## src/rtl/adder_stim_gen.sv

```systemverilog
// Operand stimulus generator for the 4-bit adder bench: exhaustive or LFSR sweep,
// one sample strobe per vector. Define ADDER_STIM_CORNER_EN to prefix random runs with corner vectors.
module adder_stim_gen #(
    parameter int          HOLD_CYCLES = 2,
    parameter int          NUM_RANDOM  = 64,
    parameter logic [7:0]  SEED        = 8'hA5
) (
    input  logic       clk,
    input  logic       rst,
    input  logic       start,
    input  logic       mode,
    output logic [3:0] a,
    output logic [3:0] b,
    output logic       vld,
    output logic       sample,
    output logic       busy,
    output logic       done,
    output logic [8:0] count
);

    // state | meaning
    // IDLE  | waiting for start; outputs quiet, count holds last run total
    // HOLD  | a/b driven, counting hold cycles of the current vector
    // FIN   | one-cycle done pulse, busy still high
    typedef enum logic [1:0] {
        IDLE = 2'd0,
        HOLD = 2'd1,
        FIN  = 2'd2
    } state_t;

`ifdef ADDER_STIM_CORNER_EN
    localparam int NUM_CORNER = 4;
`else
    localparam int NUM_CORNER = 0;
`endif

    localparam logic [3:0] HOLD_LAST    = 4'(HOLD_CYCLES);
    localparam logic       SAMPLE_FIRST = (HOLD_CYCLES == 1);
    localparam logic [7:0] SEED_EFF     = (SEED == 8'h00) ? 8'h01 : SEED;
    localparam logic [8:0] N_EXH        = 9'd256;
    localparam logic [8:0] N_RND        = 9'(NUM_RANDOM + NUM_CORNER);

    state_t     state;
    logic       mode_r;
    logic [3:0] hold_cnt;
    logic [7:0] lfsr;

    logic [3:0] hold_nxt;
    logic [7:0] next_vec;
    logic [7:0] next_lfsr;
    logic [7:0] first_vec;
    logic [7:0] first_lfsr;
    logic       last_vec;

    function automatic logic [7:0] lfsr_step(input logic [7:0] s);
        return s[0] ? ((s >> 1) ^ 8'hB8) : (s >> 1);
    endfunction

`ifdef ADDER_STIM_CORNER_EN
    function automatic logic [7:0] corner_vec(input logic [1:0] idx);
        logic [7:0] v;
        case (idx)
            2'd0:    v = 8'h00;
            2'd1:    v = 8'hFF;
            2'd2:    v = 8'hF0;
            default: v = 8'h0F;
        endcase
        return v;
    endfunction
`endif

    assign hold_nxt = hold_cnt + 4'd1;
    assign last_vec = (count == (mode_r ? N_RND : N_EXH));

    // count equals the number of the vector on a/b during its last hold cycle,
    // so it also selects the corner entry for the following vector.
    always_comb begin
        next_vec  = {a, b} + 8'd1;
        next_lfsr = lfsr;
        if (mode_r) begin
`ifdef ADDER_STIM_CORNER_EN
            if (count < 9'd4) begin
                next_vec = corner_vec(count[1:0]);
            end else begin
                next_vec  = lfsr;
                next_lfsr = lfsr_step(lfsr);
            end
`else
            next_vec  = lfsr;
            next_lfsr = lfsr_step(lfsr);
`endif
        end
    end

    always_comb begin
        first_vec  = 8'h00;
        first_lfsr = SEED_EFF;
        if (mode) begin
`ifdef ADDER_STIM_CORNER_EN
            first_vec  = 8'h00;
            first_lfsr = SEED_EFF;
`else
            first_vec  = SEED_EFF;
            first_lfsr = lfsr_step(SEED_EFF);
`endif
        end
    end

    always_ff @(posedge clk or posedge rst) begin
        if (rst) begin
            state    <= IDLE;
            mode_r   <= 1'b0;
            hold_cnt <= 4'd0;
            lfsr     <= 8'h00;
            a        <= 4'd0;
            b        <= 4'd0;
            vld      <= 1'b0;
            sample   <= 1'b0;
            busy     <= 1'b0;
            done     <= 1'b0;
            count    <= 9'd0;
        end else begin
            case (state)
                IDLE: begin
                    done   <= 1'b0;
                    sample <= 1'b0;
                    if (start) begin
                        mode_r   <= mode;
                        hold_cnt <= 4'd1;
                        {a, b}   <= first_vec;
                        lfsr     <= first_lfsr;
                        vld      <= 1'b1;
                        busy     <= 1'b1;
                        sample   <= SAMPLE_FIRST;
                        count    <= {8'd0, SAMPLE_FIRST};
                        state    <= HOLD;
                    end
                end
                HOLD: begin
                    if (hold_cnt == HOLD_LAST) begin
                        if (last_vec) begin
                            {a, b} <= 8'h00;
                            vld    <= 1'b0;
                            sample <= 1'b0;
                            done   <= 1'b1;
                            state  <= FIN;
                        end else begin
                            {a, b}   <= next_vec;
                            lfsr     <= next_lfsr;
                            hold_cnt <= 4'd1;
                            sample   <= SAMPLE_FIRST;
                            count    <= count + {8'd0, SAMPLE_FIRST};
                        end
                    end else begin
                        hold_cnt <= hold_nxt;
                        if (hold_nxt == HOLD_LAST) begin
                            sample <= 1'b1;
                            count  <= count + 9'd1;
                        end else begin
                            sample <= 1'b0;
                        end
                    end
                end
                FIN: begin
                    done  <= 1'b0;
                    busy  <= 1'b0;
                    state <= IDLE;
                end
                default: begin
                    vld    <= 1'b0;
                    sample <= 1'b0;
                    busy   <= 1'b0;
                    done   <= 1'b0;
                    state  <= IDLE;
                end
            endcase
        end
    end

endmodule
```

## config.mk

```make
export PLATFORM = sky130hd
export DESIGN_NAME = adder_stim_gen
export DESIGN_NICKNAME = d
export VERILOG_FILES = /design/src/rtl/adder_stim_gen.sv
export SDC_FILE = /design/constraint.sdc
export NUM_CORES = 1
export LEC_CHECK = 0
export ABC_AREA = 1
export BUFFER_PORTS_ARGS = -buffer_cell sky130_fd_sc_hd__clkbuf_2
export CAP_MARGIN = 20
export CORE_MARGIN = 1
export CORE_UTILIZATION = 50
export CTS_BUF_LIST = sky130_fd_sc_hd__clkbuf_8
export DETAILED_ROUTE_END_ITERATION = 10
export PLACE_DENSITY = 0.79
export SETUP_SLACK_MARGIN = 0.1
export SLEW_MARGIN = 5
export SYNTH_ARGS = -nofsm -noshare
export SYNTH_HDL_FRONTEND = slang
export SYNTH_SLANG_ARGS = --single-unit
export TNS_END_PERCENT = 10
```

## constraint.sdc

```tcl
create_clock -name clk -period 1.4 [get_ports clk]
set_input_delay 0.42 -clock clk [delete_from_list [all_inputs] [get_ports clk]]
set_output_delay 0.42 -clock clk [all_outputs]
set_load 0.01 [all_outputs]
```

==> results_dict.tcl <==
set metrics [dict create \
    maxCapViolCount 0 \
    io_pins 25 \
    synth_top_area_share_pct 42.6 \
    coreArea_um2 4030 \
    power_frac_comb_pct 58.9 \
    hpwlAfterDp_mm 3.48 \
    fin_ws_ps -199 \
    grt_max_degree 37 \
    ir_drop_mv 1.16 \
    ff2ff_path_depth 8 \
    worstSkewPairLatency_ps 300 \
    synth_cells 285 \
    num_antenna_cells 0 \
    sw_frac_of_total_pct 43.4 \
    rsz0062_at_grt "true" \
    power.total_uw 7070 \
    drc 0 \
    placed_cell_area_um2 2520 \
    tightest_slew_ps 302 \
    final.min_clock_period_ps 1600 \
    numPortBuffers 24 \
    endpoint "count[8]$_DFFE_PP0P_" \
    cts_hold_buf 0 \
    synth_fp_nets 295 \
    die_h_um 67.0 \
    yosysSeqAreaShare_pct 42.6 \
    dp_slack_ps -175 \
    required_ps 1590 \
    syn_area_um2 2110 \
    cts_buffers 5 \
    syn_area_per_cell_um2 7.42 \
    yosys_register_bits 36 \
    leakagePower_uw 0.00154 \
    slew_headroom_pct 79.7 \
    finalMaxSlewViolations 0 \
    max_freq_mhz 625 \
    h-tree-depth 2 \
    worstPathMaxFanout 5 \
    internal_power_uw 4000 \
    cts-root-buf "clkbuf_8" \
    ys_top_cells_by_count "86 x nand2_1, 36 x dfrtp_1, 34 x nand3_1, 32 x inv_1, 22 x nor2_1" \
    critPathKind "reg -> reg" \
    antenna_found_initial 0 \
    p_switching_uw 3060 \
    drive_gt1_share_pct 36.3 \
    grt_pass1_wl_mm 8.57 \
    finalClockSkew_ps 4.40 \
    final_antenna_net_count 0 \
    dp.cells 386 \
    place.gp.congestion 0.840 \
    startpoint_type "flip-flop" \
    n_fill_cell 281 \
    synth_ff_type "dfrtp_1" \
    hold_viol 0 \
    final_nets 364 \
    wirelength_mm 5.85 \
    utilization_pct 73.5 \
    synth_area_leaders "dfrtp_1 43%, nand2_1 15%, nand3_1 8.1%, inv_1 5.7%, o21ai_0 4.5%" \
    crit_start "count[0]$_DFFE_PP0P_" \
    critPathArrivalTime_ps 1790 \
    yosysUniqueCellTypes 29 \
    rows 23 \
    hold_path_class "in -> async" \
    cts_sinks 36 \
    reg2reg_slack_ps -200 \
    yosysMostFrequentCell "nand2_1" \
    fp.dieW_um 67.0 \
    start_util_pct 52.5 \
    dr.pass1.iters 5 \
    cts_tree "done" \
    fin_cells 405 \
    yosys_warnings 0 \
    end_kind "flip-flop" \
    p_per_area_nw_per_um2 2390 \
    grt_usage_pct 26.0 \
    clock_power_share_pct 14.5 \
    synth_area_leader_cell "dfrtp_1" \
    dieArea_um2 4490 \
    num_vias 2169 \
    post-route-period-util_pct 114 \
    drt_iter0_drc 163 \
    seq_power_share_pct 26.6 \
    violations "negative setup slack" \
    clock_path_buffers 2 \
    wl_per_cell_um 14.4 \
    grt_overflow 0 \
    timing.rr.start "count[0]$_DFFE_PP0P_" \
    path_clk_slew_ps 70 \
    synthArstFlopShare_pct 100 \
    vias_per_cell 5.36 \
    timing.rr.end "count[8]$_DFFE_PP0P_" \
    syn_to_final_growth_pct 40.1 \
    status "finished, violations left" \
    final_area_um2 2960 \
    synth-edff-count 0 \
    first_global_vias 1913 \
    setup_viol_count_final 34 \
]
[state kept, by name, indices dropped and copies added (netlist names)]
| register | cells |
|---|---|
| state | 2 |
| vld | 1 |
| hold_cnt | 4 |
| mode_r | 1 |
| a | 4 |
| lfsr | 8 |
| done | 1 |
| count | 9 |
| busy | 1 |
| sample | 1 |
| b | 4 |
[power by group through the flow]
stage                     Clock, uW  Sequential [uW]  Combinational, uW
after detailed placement          0             1820               3230
final                          1020             1880               4160
after global routing           1080             1930               4550
after CTS                      1030             1810               3460
after floorplan                   0             1900               1900
after global placement            0             1810               3140
[per-layer routing]
layer  up-vias  part of all wire (%)  GRT usage [%]
li1       1040                     -              -
met1      1014                    43           33.7
met2        93                    49           41.1
met3        22                   6.1           5.65
met4         0                   2.6           11.4
met5         -                     0              0
[cell families after synthesis]
group           count (synthesis)  synth area share, %
flops                          36                 42.6
simple gates                  158                 32.3
fa+ha+maj                       6                 3.55
buf+inv                        44                 8.88
xor+xnor                        7                 2.90
compound gates                 34                 9.77
[placed cells by master (no fill, tap or decap), types with 13 or more instances in the layout]
cell type	n
nand3_1	27
dfrtp_1	32
nor2_1	18
buf_4	29
buf_6	19
o21ai_0	13
nand2_1	76
clkbuf_2	17
inv_1	29
[worst min path at each step]
stage / startpoint / end / slack (ps)
2_1_floorplan: lfsr[1]$_DFFE_PP0P_ / lfsr[1]$_DFFE_PP0P_ / 440
3_3_place_gp: lfsr[2]$_DFFE_PP0P_ / lfsr[2]$_DFFE_PP0P_ / 450
3_5_place_dp: lfsr[1]$_DFFE_PP0P_ / lfsr[1]$_DFFE_PP0P_ / 460
4_1_cts: rst / count[4]$_DFFE_PP0P_ / 150
5_1_grt: rst / sample$_DFFE_PP0P_ / 160
6_report: rst / state[1]$_DFFE_PP0P_ / 140
[repair_timing]
item                                    4_1_cts  5_1_grt
pin swaps                                     6       13
gates resized for setup                      17       53
endpoints found under the setup margin       47       51
buffers inserted                              4        7
[layout make-up]
cell class	count	area (um^2)	share of cell area (%)
Multi-Input combinational cell	205	1170	39.6
Sequential cell	36	906	30.6
Timing Repair Buffer	70	557	18.8
Inverter	36	135	4.56
Clock buffer	7	96.3	3.25
Tap cell	50	62.6	2.11
Clock inverter	1	30.0	1.01
[worst max-delay path, cell delays in order (launching register included)]
cell and delay, ps:
dfrtp_2 370, buf_4 140, ha_1 180, nand3_1 200, nor2_2 200, nand2_1 110
xor2_2 170, nand2b_4 70, nand2_2 50
[stage by stage]
step / hold slack [ps] / TNS [ps]
floorplan: 442 / -356
global placement: 453 / -2080
detailed placement: 465 / -3640
CTS: 147 / -3540
global route: 160 / -5960
finish: 136 / -3510
Power figures use the tool's default switching activity.
